==> config.mk <==
export PLATFORM = sky130hd
export DESIGN_NAME = pipeline_hazard_ctrl_flat
export DESIGN_NICKNAME = d
export VERILOG_FILES = /design/src/rtl/pipeline_hazard_ctrl_if.sv /design/src/rtl/pipeline_hazard_ctrl.sv /design/src/flat_wrapper.sv
export SDC_FILE = /design/constraint.sdc
export NUM_CORES = 1
export LEC_CHECK = 0
export BUFFER_PORTS_ARGS = -buffer_cell sky130_fd_sc_hd__buf_2
export CAP_MARGIN = 0
export CORE_MARGIN = 2
export CORE_UTILIZATION = 42
export DETAILED_ROUTE_END_ITERATION = 6
export PLACE_DENSITY = 0.93
export SLEW_MARGIN = 0
export SYNTH_ARGS = -nofsm -noshare
export SYNTH_HDL_FRONTEND = slang
export SYNTH_SLANG_ARGS = --single-unit
export TNS_END_PERCENT = 100
==> constraint.sdc <==
create_clock -name CLK -period 4.3 [get_ports CLK]
set_clock_uncertainty 0.1 [all_clocks]
set_input_delay 0.43 -clock CLK [delete_from_list [all_inputs] [get_ports CLK]]
set_output_delay 0.43 -clock CLK [all_outputs]
set_load 0.05 [all_outputs]
==> src/rtl/pipeline_hazard_ctrl_if.sv <==
// rtl/pipeline_hazard_ctrl_if.sv - pipeline/hazard-controller signal bundle
//
// Purpose: carries the pipeline state the hazard controller observes and the
// stall/flush/forward/multiply controls it returns.
// Parameter: STAT_W - width of the statistics counters.
// Modports:
//   master - pipeline side: drives register ids / enables / instruction flags,
//            receives StallF/StallD/FlushD/FlushE, Forward*, Mul*, *Cnt.
//   slave  - hazard controller side (directions reversed).
interface pipeline_hazard_ctrl_if #(
    parameter int STAT_W = 32
);
    logic [4:0]        RsD, RtD, RsE, RtE;
    logic [4:0]        WriteRegE, WriteRegM, WriteRegW;
    logic              RFWEE, RFWEM, RFWEW;
    logic              MtoRFSelE, MtoRFSelM;
    logic              BranchD, PCSrcD, JumpD;
    logic              MulStartD, MulStartE, MfhiD;

    logic              StallF, StallD, FlushD, FlushE;
    logic [1:0]        ForwardAE, ForwardBE;
    logic              ForwardAD, ForwardBD;
    logic              MulBusy, MulDone, MulOverlap;
    logic [STAT_W-1:0] StallCnt, FlushCnt;

    modport master (
        output RsD, RtD, RsE, RtE, WriteRegE, WriteRegM, WriteRegW,
               RFWEE, RFWEM, RFWEW, MtoRFSelE, MtoRFSelM,
               BranchD, PCSrcD, JumpD, MulStartD, MulStartE, MfhiD,
        input  StallF, StallD, FlushD, FlushE, ForwardAE, ForwardBE,
               ForwardAD, ForwardBD, MulBusy, MulDone, MulOverlap,
               StallCnt, FlushCnt
    );

    modport slave (
        input  RsD, RtD, RsE, RtE, WriteRegE, WriteRegM, WriteRegW,
               RFWEE, RFWEM, RFWEW, MtoRFSelE, MtoRFSelM,
               BranchD, PCSrcD, JumpD, MulStartD, MulStartE, MfhiD,
        output StallF, StallD, FlushD, FlushE, ForwardAE, ForwardBE,
               ForwardAD, ForwardBD, MulBusy, MulDone, MulOverlap,
               StallCnt, FlushCnt
    );
endinterface

==> src/rtl/pipeline_hazard_ctrl.sv <==
// rtl/pipeline_hazard_ctrl.sv - 5-stage MIPS hazard, forwarding and multiply sequencing
//
// Purpose: generates stall/flush controls for IF/ID and ID/EX, E- and D-stage
// forwarding selects, and tracks the multi-cycle multiplier with an IDLE/BUSY FSM.
// Parameters: MUL_LAT (multiply latency, >= 2), STAT_W (statistics width).
// Ports:
//   CLK - clock, rising edge
//   CLR - asynchronous active-high reset; forces all combinational outputs to 0
//   hz  - pipeline_hazard_ctrl_if.slave bundle (see interface file)
// Optional feature: define HAZARD_STATS_EN to build saturating stall/flush
// counters; otherwise StallCnt/FlushCnt are tied to 0.
module pipeline_hazard_ctrl #(
    parameter int MUL_LAT = 4,
    parameter int STAT_W  = 32
) (
    input logic                    CLK,
    input logic                    CLR,
    pipeline_hazard_ctrl_if.slave  hz
);
    localparam int CNT_W = $clog2(MUL_LAT);

    typedef enum logic {ST_IDLE, ST_BUSY} mul_state_t;

    mul_state_t       state;
    logic [CNT_W-1:0] cnt;
    logic             mul_done;
    logic             mul_overlap;

    logic             lwstall, brstall, mulstall, stall;
    logic [1:0]       fwd_ae, fwd_be;
    logic             fwd_ad, fwd_bd, flush_d;

    // Register 0 is hard-wired zero, so a write to it never forwards or stalls.
    always_comb begin
        fwd_ae   = 2'b00;
        fwd_be   = 2'b00;
        fwd_ad   = 1'b0;
        fwd_bd   = 1'b0;
        lwstall  = 1'b0;
        brstall  = 1'b0;
        mulstall = 1'b0;
        stall    = 1'b0;
        flush_d  = 1'b0;
        if (!CLR) begin
            // M stage holds the newer result, so it wins over W.
            if (hz.RFWEM && hz.WriteRegM != 5'd0 && hz.WriteRegM == hz.RsE)
                fwd_ae = 2'b10;
            else if (hz.RFWEW && hz.WriteRegW != 5'd0 && hz.WriteRegW == hz.RsE)
                fwd_ae = 2'b01;

            if (hz.RFWEM && hz.WriteRegM != 5'd0 && hz.WriteRegM == hz.RtE)
                fwd_be = 2'b10;
            else if (hz.RFWEW && hz.WriteRegW != 5'd0 && hz.WriteRegW == hz.RtE)
                fwd_be = 2'b01;

            fwd_ad = hz.RFWEM && hz.WriteRegM != 5'd0 && hz.WriteRegM == hz.RsD;
            fwd_bd = hz.RFWEM && hz.WriteRegM != 5'd0 && hz.WriteRegM == hz.RtD;

            lwstall = hz.MtoRFSelE && hz.RtE != 5'd0 &&
                      (hz.RtE == hz.RsD || hz.RtE == hz.RtD);

            // Branch compares in D, so an ALU result still in E or a load
            // still in M cannot be forwarded in time.
            brstall = hz.BranchD &&
                      ((hz.RFWEE && hz.WriteRegE != 5'd0 &&
                        (hz.WriteRegE == hz.RsD || hz.WriteRegE == hz.RtD)) ||
                       (hz.MtoRFSelM && hz.WriteRegM != 5'd0 &&
                        (hz.WriteRegM == hz.RsD || hz.WriteRegM == hz.RtD)));

            mulstall = (state == ST_BUSY) && (hz.MfhiD || hz.MulStartD);

            stall   = lwstall | brstall | mulstall;
            // A stalled branch/jump is re-evaluated next cycle; don't flush yet.
            flush_d = (hz.PCSrcD | hz.JumpD) & ~stall;
        end
    end

    always_ff @(posedge CLK or posedge CLR) begin
        if (CLR) begin
            state       <= ST_IDLE;
            cnt         <= '0;
            mul_done    <= 1'b0;
            mul_overlap <= 1'b0;
        end else begin
            mul_done <= 1'b0;
            case (state)
                ST_IDLE: begin
                    if (hz.MulStartE) begin
                        state <= ST_BUSY;
                        cnt   <= CNT_W'(MUL_LAT - 1);
                    end
                end
                ST_BUSY: begin
                    // A launch while busy is not a restart; only flag it.
                    if (hz.MulStartE)
                        mul_overlap <= 1'b1;
                    if (cnt == '0) begin
                        state    <= ST_IDLE;
                        mul_done <= 1'b1;
                    end else begin
                        cnt <= cnt - 1'b1;
                    end
                end
                default: state <= ST_IDLE;
            endcase
        end
    end

`ifdef HAZARD_STATS_EN
    logic [STAT_W-1:0] stall_cnt, flush_cnt;

    always_ff @(posedge CLK or posedge CLR) begin
        if (CLR) begin
            stall_cnt <= '0;
            flush_cnt <= '0;
        end else begin
            if (stall && stall_cnt != {STAT_W{1'b1}})
                stall_cnt <= stall_cnt + 1'b1;
            if ((flush_d | stall) && flush_cnt != {STAT_W{1'b1}})
                flush_cnt <= flush_cnt + 1'b1;
        end
    end

    assign hz.StallCnt = stall_cnt;
    assign hz.FlushCnt = flush_cnt;
`else
    assign hz.StallCnt = '0;
    assign hz.FlushCnt = '0;
`endif

    assign hz.StallF     = stall;
    assign hz.StallD     = stall;
    assign hz.FlushE     = stall;
    assign hz.FlushD     = flush_d;
    assign hz.ForwardAE  = fwd_ae;
    assign hz.ForwardBE  = fwd_be;
    assign hz.ForwardAD  = fwd_ad;
    assign hz.ForwardBD  = fwd_bd;
    assign hz.MulBusy    = (state == ST_BUSY);
    assign hz.MulDone    = mul_done;
    assign hz.MulOverlap = mul_overlap;
endmodule

==> src/flat_wrapper.sv <==
// flat-port wrapper written by rule: the top's interface ports become plain ports
module pipeline_hazard_ctrl_flat 
#(
    parameter int MUL_LAT = 4,
    parameter int STAT_W  = 32
)
  (CLK, CLR, hz_RsD, hz_RtD, hz_RsE, hz_RtE, hz_WriteRegE, hz_WriteRegM, hz_WriteRegW, hz_RFWEE, hz_RFWEM, hz_RFWEW, hz_MtoRFSelE, hz_MtoRFSelM, hz_BranchD, hz_PCSrcD, hz_JumpD, hz_MulStartD, hz_MulStartE, hz_MfhiD, hz_StallF, hz_StallD, hz_FlushD, hz_FlushE, hz_ForwardAE, hz_ForwardBE, hz_ForwardAD, hz_ForwardBD, hz_MulBusy, hz_MulDone, hz_MulOverlap, hz_StallCnt, hz_FlushCnt);
  pipeline_hazard_ctrl_if #(.STAT_W(STAT_W)) hz_i ();
  input logic CLK;
  input logic CLR;
  input wire logic [$bits(hz_i.RsD)-1:0] hz_RsD;
  input wire logic [$bits(hz_i.RtD)-1:0] hz_RtD;
  input wire logic [$bits(hz_i.RsE)-1:0] hz_RsE;
  input wire logic [$bits(hz_i.RtE)-1:0] hz_RtE;
  input wire logic [$bits(hz_i.WriteRegE)-1:0] hz_WriteRegE;
  input wire logic [$bits(hz_i.WriteRegM)-1:0] hz_WriteRegM;
  input wire logic [$bits(hz_i.WriteRegW)-1:0] hz_WriteRegW;
  input wire logic [$bits(hz_i.RFWEE)-1:0] hz_RFWEE;
  input wire logic [$bits(hz_i.RFWEM)-1:0] hz_RFWEM;
  input wire logic [$bits(hz_i.RFWEW)-1:0] hz_RFWEW;
  input wire logic [$bits(hz_i.MtoRFSelE)-1:0] hz_MtoRFSelE;
  input wire logic [$bits(hz_i.MtoRFSelM)-1:0] hz_MtoRFSelM;
  input wire logic [$bits(hz_i.BranchD)-1:0] hz_BranchD;
  input wire logic [$bits(hz_i.PCSrcD)-1:0] hz_PCSrcD;
  input wire logic [$bits(hz_i.JumpD)-1:0] hz_JumpD;
  input wire logic [$bits(hz_i.MulStartD)-1:0] hz_MulStartD;
  input wire logic [$bits(hz_i.MulStartE)-1:0] hz_MulStartE;
  input wire logic [$bits(hz_i.MfhiD)-1:0] hz_MfhiD;
  output wire logic [$bits(hz_i.StallF)-1:0] hz_StallF;
  output wire logic [$bits(hz_i.StallD)-1:0] hz_StallD;
  output wire logic [$bits(hz_i.FlushD)-1:0] hz_FlushD;
  output wire logic [$bits(hz_i.FlushE)-1:0] hz_FlushE;
  output wire logic [$bits(hz_i.ForwardAE)-1:0] hz_ForwardAE;
  output wire logic [$bits(hz_i.ForwardBE)-1:0] hz_ForwardBE;
  output wire logic [$bits(hz_i.ForwardAD)-1:0] hz_ForwardAD;
  output wire logic [$bits(hz_i.ForwardBD)-1:0] hz_ForwardBD;
  output wire logic [$bits(hz_i.MulBusy)-1:0] hz_MulBusy;
  output wire logic [$bits(hz_i.MulDone)-1:0] hz_MulDone;
  output wire logic [$bits(hz_i.MulOverlap)-1:0] hz_MulOverlap;
  output wire logic [$bits(hz_i.StallCnt)-1:0] hz_StallCnt;
  output wire logic [$bits(hz_i.FlushCnt)-1:0] hz_FlushCnt;
  assign hz_i.RsD = hz_RsD;
  assign hz_i.RtD = hz_RtD;
  assign hz_i.RsE = hz_RsE;
  assign hz_i.RtE = hz_RtE;
  assign hz_i.WriteRegE = hz_WriteRegE;
  assign hz_i.WriteRegM = hz_WriteRegM;
  assign hz_i.WriteRegW = hz_WriteRegW;
  assign hz_i.RFWEE = hz_RFWEE;
  assign hz_i.RFWEM = hz_RFWEM;
  assign hz_i.RFWEW = hz_RFWEW;
  assign hz_i.MtoRFSelE = hz_MtoRFSelE;
  assign hz_i.MtoRFSelM = hz_MtoRFSelM;
  assign hz_i.BranchD = hz_BranchD;
  assign hz_i.PCSrcD = hz_PCSrcD;
  assign hz_i.JumpD = hz_JumpD;
  assign hz_i.MulStartD = hz_MulStartD;
  assign hz_i.MulStartE = hz_MulStartE;
  assign hz_i.MfhiD = hz_MfhiD;
  assign hz_StallF = hz_i.StallF;
  assign hz_StallD = hz_i.StallD;
  assign hz_FlushD = hz_i.FlushD;
  assign hz_FlushE = hz_i.FlushE;
  assign hz_ForwardAE = hz_i.ForwardAE;
  assign hz_ForwardBE = hz_i.ForwardBE;
  assign hz_ForwardAD = hz_i.ForwardAD;
  assign hz_ForwardBD = hz_i.ForwardBD;
  assign hz_MulBusy = hz_i.MulBusy;
  assign hz_MulDone = hz_i.MulDone;
  assign hz_MulOverlap = hz_i.MulOverlap;
  assign hz_StallCnt = hz_i.StallCnt;
  assign hz_FlushCnt = hz_i.FlushCnt;
  pipeline_hazard_ctrl #(.MUL_LAT(MUL_LAT), .STAT_W(STAT_W)) u_core (.CLK(CLK), .CLR(CLR), .hz(hz_i));
endmodule
**Word level (Yosys, flattened, before mapping)**

Index checks and enable logic that the tools add are counted.

- Bitwise operators: 6
- Reductions and logical operators: 28
- $add $sub $neg: 1
- Equality and inequality tests: 12
- Multiplexer cells: 18

Operators with widths:

| cell | count |
|---|---|
| $eq A5 B5 Y1 | 10 |
| $reduce_bool A5 Y1 | 4 |
| $logic_and A1 B1 Y1 | 16 |
| $mux W2 | 6 |
| $mux W1 | 10 |
| $logic_or A1 B1 Y1 | 5 |
| $ne A2 B2 Y1 const B | 2 |
| $pmux W2 S2 | 1 |
| $reduce_and A2 Y1 | 2 |
| $or A1 B1 Y1 | 3 |
| $logic_not A2 Y1 | 1 |
| $not A1 Y1 | 2 |
| $pmux W1 S2 | 1 |
| $sub A2 B1 Y2 const B | 1 |
| $and A1 B1 Y1 | 1 |

- Output and inout bits: 77
- Bits in registers: 5
- Logic and storage cells: 69
- Input bits: 48

**Depth between registers and ports, before layout**

- Depth in word-level cells: 10
- Mapped depth: 7
- Depth with buffers taken out: 6

**Least setup slack after synthesis**

OpenSTA, ideal clock, no wires.

- Path type: input -> output
- From: input hz_RtE[4]
- To: output hz_ForwardBE[0]
- Path slack: 1.116 ns
- Data required time: 3.770 ns
- Stages: 4
- Path buffers: 1
- Arrival time: 2.654 ns
- Cells stage by stage: buf_2 > xor2_1 > or4_1 > nor4_1

- Word-level cells in the longest chain between the ends: 5
- Elaborated cells between the ends (all ways): 7
- Those cells by class: eq/ne: 2; mux: 3; reduce/logical: 2

RTL lines:

| item | line | text |
|---|---|---|
| from (decl) | flat_wrapper.sv:14 | `input wire logic [$bits(hz_i.RtE)-1:0] hz_RtE;` |
| $eq A5 B5 Y1 | pipeline_hazard_ctrl.sv:53 | `else if (hz.RFWEW && hz.WriteRegW != 5'd0 && hz.WriteRegW == hz.RtE)` |
| $logic_and A1 B1 Y1 | pipeline_hazard_ctrl.sv:53 |  |
| $mux W1 | pipeline_hazard_ctrl.sv:53 |  |
| $mux W2 (*) | pipeline_hazard_ctrl.sv:51 | `if (hz.RFWEM && hz.WriteRegM != 5'd0 && hz.WriteRegM == hz.RtE)` |
| $mux W2 (*) | pipeline_hazard_ctrl.sv:44 | `if (!CLR) begin` |
| to (decl) | flat_wrapper.sv:34 | `output wire logic [$bits(hz_i.ForwardBE)-1:0] hz_ForwardBE;` |

Every way passes the cells marked *; elsewhere a longest branch is shown, timed or not.

**Worst setup path after layout**

- From: input hz_WriteRegE[0]
- To: output hz_FlushD

- Word-level cells in the longest chain between the ends: 10
- Elaborated cells between the ends (all ways): 13
- Those cells by class: eq/ne: 2; mux: 1; bitwise: 4; reduce/logical: 6

RTL lines:

| item | line | text |
|---|---|---|
| from (decl) | flat_wrapper.sv:15 | `input wire logic [$bits(hz_i.WriteRegE)-1:0] hz_WriteRegE;` |
| $eq A5 B5 Y1 / $reduce_bool A5 Y1 (equally long branches) | pipeline_hazard_ctrl.sv:66, pipeline_hazard_ctrl.sv:65 |  |
| $logic_or A1 B1 Y1 / $logic_and A1 B1 Y1 (equally long branches) | pipeline_hazard_ctrl.sv:66, pipeline_hazard_ctrl.sv:65 |  |
| $logic_and A1 B1 Y1 (*) | pipeline_hazard_ctrl.sv:65 | `((hz.RFWEE && hz.WriteRegE != 5'd0 &&` |
| $logic_or A1 B1 Y1 (*) | pipeline_hazard_ctrl.sv:66 | `(hz.WriteRegE == hz.RsD \|\| hz.WriteRegE == hz.RtD)) \|\|` |
| $logic_and A1 B1 Y1 (*) | pipeline_hazard_ctrl.sv:64 | `brstall = hz.BranchD &&` |
| $or A1 B1 Y1 (*) (2 in series) | pipeline_hazard_ctrl.sv:72 | `stall = lwstall \| brstall \| mulstall;` |
| $not A1 Y1 (*) | pipeline_hazard_ctrl.sv:74 | `flush_d = (hz.PCSrcD \| hz.JumpD) & ~stall;` |
| $and A1 B1 Y1 (*) | pipeline_hazard_ctrl.sv:74 |  |
| $mux W1 (*) | pipeline_hazard_ctrl.sv:44 |  |
| to (decl) | flat_wrapper.sv:31 | `output wire logic [$bits(hz_i.FlushD)-1:0] hz_FlushD;` |

Marked as above.

==> results <==
- The run finished with clean final reports.
- Of all flip-flops after synthesis, the portion carrying an async set or reset was 100%.
- Detailed placement finished with a half-perimeter wire length of 2.73 mm.
- The ratio of cells with drive above 1 in the final layout is 28.0%.
- The master of the slowest instance on the critical path is sky130_fd_sc_hd__or4_1.
- The primary flip-flop cell chosen by synthesis mapping is sky130_fd_sc_hd__dfrtp_1.
- The synthesized area per cell is 7.72 um^2.
- Buffers inserted to repair hold after CTS numbered 0.
- The number of antenna violations at the first check in global routing is 0.
- In this run the worst path has a maximum fanout of 3.
- 125 I/O pins were placed.
- Timing analysis after detailed placement gives a worst setup slack of 1.86 ns.
- The maximum number of pins on one net before global-route repair is 11.
- The post-synthesis sequential area ratio is 8.62%.
- The final weighted congestion in routability-driven placement is 0.870.
- The worst setup path is captured at a primary output.
- The final count of negative-setup-slack endpoints is 0.
- The critical path startpoint category is a primary input.
- Summed over all cells, the static leakage comes to 0.799 nW.
- After technology mapping, the gate count stands at 188.
- The type of the tightest min-delay check is in -> async.
- The largest voltage drop on the vdd net is 0.000107 V.
- CTS placed an instance of sky130_fd_sc_hd__clkbuf_4 at the clock tree root.
- The deepest level of the CTS H-tree is 1.
- In this run the remaining antenna-violating nets after routing total 0.
- The count of flip-flops with a built-in enable after synthesis is 0.
- Clock tree synthesis inserted a total of 3 buffers.
- The detailed-router iteration count before antenna repair is 4.
- After clock tree synthesis, the clock-pin slew on the worst setup and hold paths is 0.04 ns.
- The critical register-to-register path startpoint is u_core.cnt[0]$_DFFE_PP0P_.
- In this design, the largest share of critical-path delay is due to simple AND/OR/NAND/NOR gates.
- The Yosys warning count is 0.
- The die height is 62.8 um.
- Dividing the detail-routed wire length by the instance count gives 10.8 um.
- Post-CTS repair changed the size of 0 cells.
- For this block, the via count after detailed routing is 1178.
- After detailed routing, the number of remaining DRC violations is 0.
- In the synthesized netlist, the cells that appear most often are 66 x sky130_fd_sc_hd__buf_4, 36 x sky130_fd_sc_hd__xor2_1, 14 x sky130_fd_sc_hd__xnor2_1.
- The core area is 0.00334 mm^2.
- In the post-synthesis netlist, the biggest area contributors are sky130_fd_sc_hd__buf_4 34%, sky130_fd_sc_hd__xor2_1 22%, sky130_fd_sc_hd__dfrtp_1 8.6%, sky130_fd_sc_hd__xnor2_1 8.4%, sky130_fd_sc_hd__nor3_1 3.1%.
- The number of core rows is 21.
- The count of distinct cell types in the synthesized netlist is 28.
- Once layout is complete, the utilization of the core stands at 45.4%.
- Counting both buffers and inverters, the worst setup path holds a total of 2.
- The synthesized netlist occupies a cell area of 0.00145 mm^2.
- In this run, synthesis produced a sequential element count of 5.
- The die is 62.8 um wide.
- The number of antenna diodes in the final layout is 0.
- In this run, the number of DRC markers left after iteration 0 of detailed routing was 16.
- The largest single stage delay on the critical path is 0.51 ns.
- Across the run, the number of max-cap violations was 0.
- The number of endpoints with negative hold slack in the final report came to 0.
- The critical path goes through buf_2 > or4_1 > o211ai_1 > a21oi_1 > nor4_2 > buf_2.
- In this run the critical register-to-register path is captured at u_core.cnt[1]$_DFFE_PP0P_.
- The worst reg-to-reg path cell count is 6.
- The number of sinks handled by clock tree synthesis is 5.
- The largest total area in the synthesized netlist belongs to sky130_fd_sc_hd__buf_4.
- The area added between synthesis and finish is 4.40%.
- The worst register-to-register path has a setup slack of 3.00 ns.
- Among all cell types in the netlist, the one instantiated most often is sky130_fd_sc_hd__buf_4.
- No sink is reached through more buffers than the 2 on the longest clock path.
- The final critical-path share of the clock period is 56.6%.
- The wire length of the first global-routing pass is 4.56 mm.
- The number of global-route vias before repair came to 1040.
- The remaining global-route overflow is 0.
- TritonCTS built the clock tree.
- In the final timing run, aggregate negative setup slack is 0 ns.
- The number of vias per cell is 4.13.
- The cell type with the highest occurrence count on the critical path is sky130_fd_sc_hd__buf_2.
- The area share of the largest cell type after synthesis is 34.1%.
- Input and output buffers added on the ports amount to 60.
- Setup repair after global routing left no endpoint under its margin.
- The floorplan step defined a die boundary enclosing 0.00394 mm^2.
- For the worst setup path, the data arrival time is 1.90 ns.
- The effective utilization at floorplan is 43.5%.
- The total power density per cell area is 314 mW/mm^2.
- The number of max-slew violations in the final report is 0.
- The clock reaches the later pin of the worst-skew pair after 0.24 ns.
- The category of the most critical setup path is in -> out.
- The achievable frequency is 0.411 GHz.
- The total length of routed wires is 3.07 mm.
- The post-CTS setup buffer count is 0.
- The minimum setup slack in the final design is 1.87 ns.
- The worst path required time is 3.77 ns.
- The overall fraction of global-route tracks in use is 14.6%.
- The final critical-path required period is 2.43 ns.
- The final layout contains 289 nets.
==> where the power goes <==
part / leakage, nW / switching (mW) / internal, mW
clock: 0.0150 / 0.0192 / 0.0351
sequential: 0.0546 / 0.0117 / 0.0657
combinational: 0.729 / 0.267 / 0.0777
total: 0.799 / 0.298 / 0.178
==> layout by cell type, fill, tap and decap left out, drive strengths merged <==
| master | count |
|---|---|
| conb | 64 |
| buf | 60 |
| xor2 | 36 |
| xnor2 | 14 |
| nor3 | 9 |
| nor2 | 7 |
| nand3 | 7 |
| dfrtp | 5 |
| nor4 | 5 |
| or4 | 5 |
| a21oi | 4 |
| clkbuf | 4 |
| o21ai | 4 |
| and2 | 3 |
| inv | 2 |
| nand2 | 2 |
| o211ai | 2 |
| nor2b | 1 |
| a21o | 1 |
| clkinv | 1 |
| a22oi | 1 |
| o31a | 1 |
| ha | 1 |
==> sequential cells by signal, summed over array words and instances, names as in the netlist <==
name                  count
u_core.cnt                2
u_core.hz.MulBusy         1
u_core.hz.MulDone         1
u_core.hz.MulOverlap      1
==> metal layers <==
metal / routed length (um) / part of all wire [%] / up-vias / track usage (%)
met2: 1620 / 53 / 63 / 28.5
met5: 0 / 0 / - / 0
met3: 237 / 7.7 / 2 / 3.42
met4: 18 / 0.59 / 0 / 3.06
met1: 1190 / 39 / 535 / 15.7
li1: - / - / 578 / -
==> worst reg2reg max path: cells and delay by family (launching register included) <==
kind,cells,cell delay (ns)
AO/OA/AOI/OAI,1,0.11
adder cells (fa/ha/maj),1,0.20
AND/OR/NAND/NOR,3,0.42
buffers and inverters,1,0.05
flip-flops,1,0.35
==> cell families after synthesis <==
| group | after synthesis | share of synthesized area (%) |
|---|---|---|
| adders and majority gates | 1 | 0.862 |
| DFF | 5 | 8.62 |
| other | 1 | 0.258 |
| and+or+nand+nor | 39 | 15.0 |
| AOI/OAI and AO/OA | 13 | 5.95 |
| xor gates and xnor gates | 50 | 30.2 |
| buffers and inverters | 79 | 39.1 |
==> through the flow <==
stage                     total power [mW]  cell area, um^2  cells  hold WS, ns
after CTS                            0.478             1520    285      0.00659
final                                0.476             1520    285      0.00231
after global placement               0.416             1490    281        0.257
after global routing                 0.508             1520    285       0.0157
after floorplan                      0.410             1690    251        0.107
after detailed placement             0.422             1490    281        0.262
==> worst max-delay path by stage <==
stage | from | end | cells past startpoint
floorplan | hz_RtE[4] | hz_ForwardBE[0] | 4
global placement | CLR | hz_ForwardBE[0] | 6
detailed placement | CLR | hz_ForwardBE[0] | 6
CTS | CLR | hz_ForwardBE[0] | 6
global route | CLR | hz_ForwardBE[0] | 6
finish | hz_WriteRegE[0] | hz_FlushD | 6
==> final cells by class <==
| type | count | area (um^2) |
|---|---|---|
| clock buffers | 4 | 26.3 |
| well taps | 46 | 57.6 |
| flip-flops and latches | 5 | 125 |
| repair buffers | 60 | 300 |
| fillers | 343 | 1820 |
| multi-input cells | 167 | 995 |
| inverters | 3 | 11.3 |
No activity file was read; power rests on OpenSTA's default activity.
